--- src/rtl/rdma_pkg.sv ---
// Shared constants, beat type and PSN window comparison for the RDMA requester.
package rdma_pkg;

  localparam logic [7:0] OP_ACK        = 8'h11;
  localparam int         OP_HI         = 63;
  localparam int         OP_LO         = 56;
  localparam int         DATA_W        = 64;
  localparam int         PSN_W_DEFAULT = 24;

  typedef struct packed {
    logic              valid;
    logic              last;
    logic [DATA_W-1:0] data;
  } beat_t;

  // True when a is at or before b, i.e. (b - a) mod 2^w lies in the lower half of the PSN space.
  function automatic logic psn_le(input logic [63:0] a, input logic [63:0] b, input int unsigned w);
    logic [63:0] diff;
    diff = (b - a) & ((64'd1 << w) - 64'd1);
    return (diff >> (w - 1)) == 64'd0;
  endfunction

endpackage

--- src/rtl/psn_fifo.sv ---
// In-order tracker of outstanding PSNs; head is readable combinationally for the completion check.
module psn_fifo
  import rdma_pkg::*;
#(
  parameter int DEPTH = 16,
  parameter int WIDTH = PSN_W_DEFAULT
) (
  input  logic             clk,
  input  logic             rst_n,
  input  logic             push,
  input  logic [WIDTH-1:0] push_psn,
  input  logic             pop,
  output logic [WIDTH-1:0] head,
  output logic             full,
  output logic             empty
);

  localparam int AW = $clog2(DEPTH);

  logic [WIDTH-1:0] mem_q [DEPTH];
  logic [AW-1:0]    wr_ptr_q, wr_ptr_d;
  logic [AW-1:0]    rd_ptr_q, rd_ptr_d;
  logic [AW:0]      count_q, count_d;
  logic             do_push, do_pop;

  assign full  = (count_q == (AW+1)'(DEPTH));
  assign empty = (count_q == '0);
  assign head  = mem_q[rd_ptr_q];

  always_comb begin
    do_push  = push && !full;
    do_pop   = pop && !empty;
    wr_ptr_d = wr_ptr_q + AW'(do_push);
    rd_ptr_d = rd_ptr_q + AW'(do_pop);
    count_d  = count_q;
    case ({do_push, do_pop})
      2'b10:   count_d = count_q + 1'b1;
      2'b01:   count_d = count_q - 1'b1;
      default: count_d = count_q;
    endcase
  end

  always_ff @(posedge clk) begin
    if (do_push) begin
      mem_q[wr_ptr_q] <= push_psn;
    end
  end

  always_ff @(posedge clk) begin
    if (!rst_n) begin
      wr_ptr_q <= '0;
      rd_ptr_q <= '0;
      count_q  <= '0;
    end else begin
      wr_ptr_q <= wr_ptr_d;
      rd_ptr_q <= rd_ptr_d;
      count_q  <= count_d;
    end
  end

endmodule

--- src/rtl/rdma_modport.sv ---
// RC requester datapath: stamps a PSN on each host frame, tracks outstanding PSNs and
// pulses comp_valid once per message covered by a cumulative ACK.
module rdma_modport
  import rdma_pkg::*;
#(
  parameter int MAX_OUTSTANDING = 16,
  parameter int PSN_W           = PSN_W_DEFAULT
) (
  input  logic        clk,
  input  logic        rst_n,
  input  logic        host_valid,
  input  logic [63:0] host_data,
  input  logic        host_last,
  input  logic        rx_valid,
  input  logic [63:0] rx_data,
  input  logic        rx_last,
  output logic        tx_valid,
  output logic [63:0] tx_data,
  output logic        tx_last,
  output logic        comp_valid
);

  beat_t            tx_q, tx_d;
  logic             host_first_q, host_first_d;
  logic             rx_first_q, rx_first_d;
  logic [PSN_W-1:0] next_psn_q, next_psn_d;
  logic [PSN_W-1:0] ack_psn_q, ack_psn_d;
  logic             ack_seen_q, ack_seen_d;
  logic             comp_valid_q, comp_valid_d;

  logic             host_sof;
  logic             rx_ack;
  logic             trk_pop;
  logic             trk_full;
  logic             trk_empty;
  logic [PSN_W-1:0] trk_head;
  logic             rx_unused;

  // Only the opcode and PSN fields of a receive beat carry meaning here.
  assign rx_unused = ^rx_data[OP_LO-1:PSN_W];

  always_comb begin
    host_sof     = host_valid && host_first_q;
    host_first_d = host_first_q;
    if (host_valid) begin
      host_first_d = host_last;
    end

    tx_d.valid = host_valid;
    tx_d.last  = host_last;
    tx_d.data  = host_data;
    if (host_sof) begin
      tx_d.data[PSN_W-1:0] = next_psn_q;
    end
    next_psn_d = next_psn_q + PSN_W'(host_sof);

    rx_first_d = rx_first_q;
    if (rx_valid) begin
      rx_first_d = rx_last;
    end
    rx_ack     = rx_valid && rx_first_q && (rx_data[OP_HI:OP_LO] == OP_ACK);
    ack_psn_d  = rx_ack ? rx_data[PSN_W-1:0] : ack_psn_q;
    ack_seen_d = ack_seen_q || rx_ack;

    // Completion uses the registered ACK, so a new ACK takes effect one edge after capture.
    trk_pop      = !trk_empty && ack_seen_q &&
                   psn_le(64'(trk_head), 64'(ack_psn_q), PSN_W);
    comp_valid_d = trk_pop;
  end

  psn_fifo #(
    .DEPTH (MAX_OUTSTANDING),
    .WIDTH (PSN_W)
  ) u_trk (
    .clk      (clk),
    .rst_n    (rst_n),
    .push     (host_sof),
    .push_psn (next_psn_q),
    .pop      (trk_pop),
    .head     (trk_head),
    .full     (trk_full),
    .empty    (trk_empty)
  );

  always_ff @(posedge clk) begin
    if (!rst_n) begin
      tx_q         <= '0;
      host_first_q <= 1'b1;
      rx_first_q   <= 1'b1;
      next_psn_q   <= '0;
      ack_psn_q    <= '0;
      ack_seen_q   <= 1'b0;
      comp_valid_q <= 1'b0;
    end else begin
      tx_q         <= tx_d;
      host_first_q <= host_first_d;
      rx_first_q   <= rx_first_d;
      next_psn_q   <= next_psn_d;
      ack_psn_q    <= ack_psn_d;
      ack_seen_q   <= ack_seen_d;
      comp_valid_q <= comp_valid_d;
    end
  end

  logic full_unused;
  assign full_unused = trk_full;

  assign tx_valid   = tx_q.valid;
  assign tx_last    = tx_q.last;
  assign tx_data    = tx_q.data;
  assign comp_valid = comp_valid_q;

endmodule

--- config.mk ---
export PLATFORM = sky130hd
export DESIGN_NAME = rdma_modport
export DESIGN_NICKNAME = d
export VERILOG_FILES = /design/src/rtl/rdma_pkg.sv /design/src/rtl/psn_fifo.sv /design/src/rtl/rdma_modport.sv
export SDC_FILE = /design/constraint.sdc
export NUM_CORES = 1
export LEC_CHECK = 0
export ABC_AREA = 1
export ABC_CLOCK_PERIOD_IN_PS = 4650
export CORE_ASPECT_RATIO = 1.5
export CORE_MARGIN = 5
export CORE_UTILIZATION = 55
export DETAILED_ROUTE_END_ITERATION = 7
export GPL_TIMING_DRIVEN = 0
export PLACE_DENSITY = 0.8
export SETUP_SLACK_MARGIN = 0.4
export SKIP_CTS_REPAIR_TIMING = 1
export SKIP_LAST_GASP = 1
export SYNTH_ARGS = -nofsm -noshare
export SYNTH_HDL_FRONTEND = slang
export SYNTH_HIERARCHICAL = 1
export SYNTH_SLANG_ARGS = --single-unit
export TNS_END_PERCENT = 30
--- constraint.sdc ---
create_clock -name clk -period 4.65 [get_ports clk]
set_input_delay 1.1625 -clock clk [delete_from_list [all_inputs] [get_ports clk]]
set_output_delay 1.1625 -clock clk [all_outputs]
set_load 0.01 [all_outputs]
Word-level counts from Yosys, hierarchy flattened
Memory sizes are Yosys's and may differ from the RTL's. A register that Yosys moved wholly into a read port is not among the register bits.
Index checks and enable logic that the tools add are counted.
{ "word_totals": {"output_inout_bits": 67, "in_bits": 134, "reg_bits": 131, "mem_bits_rw": 384, "wordCells": 41, "mem_count": 1} }
{ "classes": {"mux": 5, "eq_ne": 4, "addsub": 6, "reduce_logical": 13} }
{ "mem_list": {"columns": ["name", "words", "word_bits", "rd", "rd_ports_with_merged_regs", "write_ports", "line_no", "text"], "rows": [
  ["u_trk.mem_q", 16, 24, 1, 1, 1, "psn_fifo.sv:20", "logic [WIDTH-1:0] mem_q [DEPTH];"]
]} }
{ "op_table": {"columns": ["cell", "n"], "rows": [
  ["$logic_not 64->1", 1],
  ["$add 24x1->24", 1],
  ["$mux 24", 1],
  ["$sub 24x24->24", 1],
  ["$pmux 5 s2", 1],
  ["$add 4x1->4", 2],
  ["$eq 8x5->1 const B", 1],
  ["$logic_and 1x1->1", 7],
  ["$add 5x1->5 const B", 1],
  ["$eq 5x5->1 const B", 1],
  ["$logic_not 5->1", 1],
  ["$sub 5x1->5 const B", 1],
  ["$mux 4", 1],
  ["$eq 2x1->1 const B", 1],
  ["$eq 2x2->1 const B", 1],
  ["$logic_not 1->1", 2],
  ["$mux 1", 2],
  ["$reduce_bool 2->1", 1],
  ["$logic_or 1x1->1", 1]
]} }

Logic depth before layout (Yosys ltp)
Gate-level depths: netlist (run 1).
{ "depth": {"depth_word": 7, "depth_mapped": 35, "mapped_depth_nobuf": 33} }

Hierarchy
Netlist (run 1), hierarchy kept.
{ "by_module_without_submodules": {"columns": ["mod", "area_per_inst_um2", "n_inst", "cells_per_inst"], "rows": [
  ["psn_fifo", 16454.5, 1, 1335],
  ["rdma_modport", 4769.6, 1, 618]
]} }

Worst setup path before layout (run 1)
No wires, ideal clock.
{ "synth_timing": {"path_kind": "in2reg", "start": "in host_valid", "end": "mem u_trk/mem_q[10][0] in the netlist's numbering, enable pin", "setup_slack_ns": 1.112, "required_time_ns": 4.245, "t_arrival_ns": 3.134, "stages": 7, "n_path_buf": 1, "path_cell_list": "nand2_1 > inv_1 > clkbuf_1 > o21ai_1 > inv_2 > nand3_1 > nor2_1"} }
{ "synth_via": {"elab_chain_cells": 4} }
{ "synth_lines": {"columns": ["item", "line_no", "text"], "rows": [
  ["from (decl)", "rdma_modport.sv:11", "input logic host_valid,"],
  ["$logic_and 1x1->1", "rdma_modport.sv:43", "host_sof = host_valid && host_first_q;"],
  ["named net host_sof", "rdma_modport.sv:31", "logic host_sof;"],
  ["$logic_and 1x1->1", "psn_fifo.sv:31", "do_push = push && !full;"],
  ["$mux 1", "psn_fifo.sv:44", "if (do_push) begin"],
  ["$mux 1 (not written as such)", "psn_fifo.sv:45", "mem_q[wr_ptr_q] <= push_psn;"],
  ["to (decl)", "psn_fifo.sv:20", null]
]} }
The timed path passes the listed nets, and every way through them passes these cells.

Worst setup path after layout (run 1)
{ "layout_timing": {"start": "in host_valid", "end": "mem u_trk/mem_q[3][3] in the netlist's numbering, enable pin"} }
The elaborated chain is that of the path after synthesis.

==> run summary, run 1 <==
CP Launch Type -> input port
Final HPWL DP -> 39850 microns
Overall routed net length -> 59960 microns
GP Congestion -> 0.8908
Row Count -> 88
# IOs -> 201
Via-to-Cell Ratio -> 5.836
Crit Path Max Fanout -> 24
Total internal power -> 0.007207 W
All-Layer GR Usage -> 0.2691
Status -> finished clean
Port bufs -> 167
Sw power -> 0.001931 W
Synth Net Count -> 2118
Final setup viols -> 0
Critical path origin -> host_valid
Antenna viol nets, final -> 0
Maximum vdd drop -> 0.3395 mV
Root Driver -> clkbuf_16
Syn-to-layout area delta -> 19.60%
Number of diodes -> 0
Final period util -> 0.9073
Worst Setup End Kind -> flop
CTS tree -> done
Min-delay worst type -> flop to flop
Final TNS setup -> 0 ns
Skew final -> 0.01652 ns
Switching share of power -> 0.2113
Synth Instances -> 1952
Worst r2r src -> u_trk/rd_ptr_q[2]
Highest clock rate -> 0.2370 GHz
P_leak -> 9.838 nW
Worst R2R Setup Slack -> 0.54 ns
Power Density -> 360.1 nW/um^2
CTS clk-pin slew, worst paths -> 0.07 ns
Syn_area_per_cell -> 10.87 sq um
Fill cell count -> 2718
Drt wl/cell -> 22.18 microns
First-pass GRT wire length -> 87490 microns
Final #Nets -> 2340
H-tree Lvls -> 2
Final Hold Vio Count -> 0
Clock latency on the worst-skew pair -> 0.56 ns
CP Data Arrival Time -> 4.39 ns
# clock sinks -> 515
Worst Path Required -> 4.82 ns
Clk buf depth -> 3
Drt pass-1 iters -> 6
Share of layout cells above drive strength 1 -> 0.1096
Core Footprint -> 38320 sq um
RSZ-0062 raised after global routing -> yes
Synth Cell Area -> 21220 sq um
Chip Height -> 250.6 microns
Initial antenna violation count -> 0
Grt total ovfl -> 0
Slew headroom -> 0.3074
Max Slew Vio Count -> 0
Hold slack -> 0.4636 ns
Residual DRC -> 0
Chip Width -> 170.4 microns
Clock power frac -> 0.399
R2r endpoint -> u_trk/count_q[4]
Largest net degree at the start of global routing -> 25
Worst Setup EP -> u_trk/mem_q[3][3]
Total number of vias -> 15.77k
Inserted Clock Buffers -> 44
Initial DRC Count -> 1822
WS Path Type -> input port to flop
Number of global-route vias before repair -> 15.86k
Die area -> 42690 sq um
Sequential Power Share -> 0.549
Max Cap Violations -> 0
Starting Density -> 0.5538
Yosys warns -> 6
R2R depth -> 31
Slew at the pin with the worst max-slew slack -> 1.036 ns
Final min period -> 4.219 ns
Combinational Power Share -> 0.052
## sequential cells by signal (all words and copies together), names as in the netlist
register / cells
u_trk/rd_ptr_q: 4
tx_data: 64
tx_last: 1
host_first_q: 1
comp_valid: 1
ack_psn_q: 24
u_trk/count_q: 5
tx_valid: 1
rx_first_q: 1
ack_seen_q: 1
u_trk/mem_q: 384
next_psn_q: 24
u_trk/wr_ptr_q: 4
## cell usage in the layout (no fill, tap or decap), types with 8 or more instances in the layout
master / n
a21oi_1: 145
buf_2: 11
buf_4: 13
buf_6: 22
clkbuf_1: 34
clkbuf_16: 46
clkbuf_2: 16
clkbuf_4: 9
clkdlybuf4s50_1: 167
clkinv_1: 8
clkinv_2: 28
dfxtp_1: 129
edfxtp_1: 384
ha_1: 31
inv_1: 304
inv_2: 8
nand2_1: 234
nand2_2: 16
nand3_1: 153
nand3_2: 10
nor2_1: 86
nor2_4: 27
nor3_1: 10
o211ai_1: 96
o21ai_0: 126
o21ai_1: 40
## worst min-delay path by stage
stage,startpoint,endpoint,cells past startpoint
floorplan,ack_psn_q[0],ack_psn_q[0],2
global placement,ack_seen_q,ack_seen_q,2
detailed placement,ack_seen_q,ack_seen_q,2
CTS,ack_seen_q,ack_seen_q,2
global route,ack_seen_q,ack_seen_q,2
finish,ack_seen_q,ack_seen_q,2
## final cells by class
type	instances	area, sq um	area share
Sequential cell	515	14160	0.5579
Multi-Input combinational cell	1004	5472	0.2156
Timing Repair Buffer	172	1747	0.06882
Inverter	336	1289	0.05078
Clock buffer	58	1216	0.04792
Buffer	101	675.6	0.02662
Tap cell	495	619.3	0.02440
Clock inverter	22	203.9	0.008036
## stage by stage
step | std cells | total power, W | utilization | setup WS (ns) | cell area [sq um]
global route | 2703 | 0.009402 | 0.6624 | 0.2676 | 25380
finish | 2703 | 0.009139 | 0.6624 | 0.4311 | 25380
floorplan | 1952 | 0.005291 | - | 1.112 | 21220
detailed placement | 2615 | 0.005562 | 0.6173 | -0.08164 | 23650
global placement | 2614 | 0.005542 | 0.6136 | -1.093 | 23510
CTS | 2695 | 0.009150 | 0.6543 | -0.1163 | 25070
## critical path, stage by stage
cell and delay (ns):
clkdlybuf4s50_1 0.52, nand2_1 0.22, inv_1 0.20, clkbuf_1 0.55, o21ai_1 0.32, inv_2 0.18
nand3_1 0.33, nor2_4 0.86
## per-layer routing
| metal | part of all wire | up-vias | wire (microns) | track usage |
|---|---|---|---|---|
| met4 | 0.074 | 0 | 4447 | 0.1815 |
| met1 | 0.31 | 7458 | 18710 | 0.2770 |
| li1 | - | 7057 | - | - |
| met2 | 0.53 | 1017 | 31660 | 0.4886 |
| met3 | 0.086 | 242 | 5148 | 0.04784 |
| met5 | 0 | - | 0 | 0 |
## power by group through the flow
| stage | clock [W] | combinational (W) | sequential [W] |
|---|---|---|---|
| 3_3_place_gp | 0 | 0.000432 | 0.00511 |
| 6_report | 0.00365 | 0.000476 | 0.00501 |
| 4_1_cts | 0.00368 | 0.000456 | 0.00501 |
| 5_1_grt | 0.00387 | 0.000515 | 0.00502 |
| 3_5_place_dp | 0 | 0.000450 | 0.00511 |
| 2_1_floorplan | 0 | 0.000171 | 0.00512 |
Power figures use the tool's default switching activity.
==> inputs of run 2 (changes only) <==
--- a/config.mk
+++ b/config.mk
@@ -6,7 +6,7 @@
 export NUM_CORES = 1
 export LEC_CHECK = 0
 export ABC_AREA = 1
-export ABC_CLOCK_PERIOD_IN_PS = 4650
+export ABC_CLOCK_PERIOD_IN_PS = 4050
 export CORE_ASPECT_RATIO = 1.5
 export CORE_MARGIN = 5
 export CORE_UTILIZATION = 55
==> constraint.sdc (replaced) <==
create_clock -name clk -period 4.05 [get_ports clk]
set_input_delay 1.0125 -clock clk [delete_from_list [all_inputs] [get_ports clk]]
set_output_delay 1.0125 -clock clk [all_outputs]
set_load 0.01 [all_outputs]
==> run 2 against run 1 <==
  * Flip-flop and latch count stayed put
  * Count of clock-buffer cells in the layout stayed put
  * Hold slack better by 0.0068 ns
  * Clock power is 17% higher
  * The run now ends with setup timing left
  * Global-route usage stayed put
  * Critical path type is now flop to flop
  * Sequential share of layout area is 3.9 points lower
  * Register-to-register slack worse by 0.83 ns
  * Critical path depth is 24 higher
  * Final cell count is 2.3% higher
==> run summary, run 2 (synthesis results as in run 1) <==
Chip Height -> 250.6 microns
Initial DRC Count -> 2418
Number of global-route vias before repair -> 15.86k
Total power -> 0.01073 W
Combinational Power Share -> 0.064
CTS clk-pin slew, worst paths -> 0.07 ns
Antenna viol nets, final -> 0
Initial antenna violation count -> 0
Finished Layout Cells -> 2765
Syn-to-layout area delta -> 28.60%
Via-to-Cell Ratio -> 6.284
Final Cell Area -> 27290 sq um
GR peak layer -> met2
Most frequent cells in the layout -> edfxtp_1, inv_1, nand2_1
Max Slew Vio Count -> 0
Placed Cells -> 2615
Root Driver -> clkbuf_16
GR Util met1 -> 0.2770
Total internal power -> 0.008327 W
Share of layout cells above drive strength 1 -> 0.1903
Maximum vdd drop -> 0.3869 mV
Min-delay worst type -> flop to flop
Total number of vias -> 17.38k
Chip Width -> 170.4 microns
CP Launch Type -> flop
Grt total ovfl -> 0
Die area -> 42690 sq um
Final core utilization -> 0.7122
Number of diodes -> 0
Most common cell after layout, fill and taps aside -> edfxtp_1
# IOs -> 201
Max FFs per register -> 384
Port bufs -> 167
Crit path top cell by count -> inv_2
Switching share of power -> 0.2237
Largest net degree at the start of global routing -> 25
Final TNS setup -> -0.6588 ns
All-Layer GR Usage -> 0.2691
Final min period -> 4.337 ns
Worst Setup End Kind -> flop
Clk buf depth -> 3
Highest clock rate -> 0.2306 GHz
Overall routed net length -> 74160 microns
H-tree Lvls -> 2
Slew at the pin with the worst max-slew slack -> 0.9354 ns
Final HPWL DP -> 39850 microns
# clock sinks -> 515
Worst Path Required -> 4.50 ns
Drt pass-1 iters -> 6
CP delay by family, top -> simple AND/OR/NAND/NOR gates
Global Route met2 Usage -> 0.4886
WS Path Type -> flop to flop
Crit Path Max Fanout -> 8
Reg with most FFs -> u_trk/mem_q
PnR worst setup slack -> -0.2873 ns
Status -> finished with violations
First-pass GRT wire length -> 87490 microns
Skew final -> 0.02250 ns
Final setup viols -> 4
Clock latency on the worst-skew pair -> 0.57 ns
Core Footprint -> 38320 sq um
Inserted Clock Buffers -> 44
Row Count -> 88
Final #Nets -> 2402
Residual DRC -> 0
Sequential Power Share -> 0.537
P_leak -> 10.43 nW
Failing checks -> setup timing
Power Density -> 393.1 nW/um^2
Sw power -> 0.002399 W
Drt wl/cell -> 26.82 microns
CTS tree -> done
GP Congestion -> 0.8908
Critical-path top delay cell -> dfxtp_4
Placed cell area -> 23650 sq um
WP buf/inv -> 9
Starting Density -> 0.5538
Final Hold Vio Count -> 0
RSZ-0062 raised after global routing -> yes
CP max stage delay -> 0.41 ns
Clock power frac -> 0.399
Final period util -> 1.071
Slew headroom -> 0.3749
GR Util met3 -> 0.04784
CP Data Arrival Time -> 4.79 ns
Max Cap Violations -> 0
[run 2: area by class of cell]
class,instances,area [sq um]
repair buffers,223,2616
clock buffers,58,1216
fillers,2266,11030
plain buffers,101,903.4
well taps,495,619.3
flip-flops and latches,515,14160
clock inverters,22,203.9
multi-input cells,1015,6276
inverters,336,1296
[run 2: tightest hold or removal path, stage by stage, from the launching register on]
cell     delay [ns]
dfxtp_1        0.30
inv_1          0.07
a21oi_1        0.06
[run 2: power by group through the flow]
stage	sequential (W)	combinational [W]	clock, W
final	0.00576	0.000686	0.00428
after global routing	0.00576	0.000720	0.00449
after CTS	0.00575	0.000524	0.00423
after detailed placement	0.00587	0.000516	0
after global placement	0.00587	0.000495	0
after floorplan	0.00588	0.000196	0
[run 2: final timing paths]
| path | start | end | slack [ns] | cells past startpoint |
|---|---|---|---|---|
| setup / recovery | u_trk/rd_ptr_q[0] | u_trk/count_q[4] | -0.29 | 32 |
| hold / removal | ack_seen_q | ack_seen_q | 0.47 | 2 |
| setup reg to reg | u_trk/rd_ptr_q[0] | u_trk/count_q[4] | -0.29 | 32 |
| hold reg to reg | ack_seen_q | ack_seen_q | 0.47 | 2 |
[run 2: stage by stage]
step / hold WS (ns) / worst slack, ns
after detailed placement: 0.4568 / -0.6816
after CTS: 0.4665 / -0.7163
final: 0.4704 / -0.2873
after global routing: 0.4767 / -0.3682
after floorplan: 0.4287 / 0.6334
after global placement: 0.4470 / -1.543
[run 2: routing by layer]
| metal | up-vias | wire (microns) |
|---|---|---|
| met5 | - | 0 |
| met4 | 0 | 8487 |
| met2 | 1606 | 35660 |
| met3 | 551 | 8986 |
| met1 | 8033 | 21030 |
| li1 | 7186 | - |
==> inputs of run 3 (changes only) <==
--- a/config.mk
+++ b/config.mk
@@ -16,6 +16,7 @@
 export SETUP_SLACK_MARGIN = 0.4
 export SKIP_CTS_REPAIR_TIMING = 1
 export SKIP_LAST_GASP = 1
+export SLEW_MARGIN = 0
 export SYNTH_ARGS = -nofsm -noshare
 export SYNTH_HDL_FRONTEND = slang
 export SYNTH_HIERARCHICAL = 1
==> results of run 3 <==
No change in the layout: final DEF, timing and power equal those of run 2.
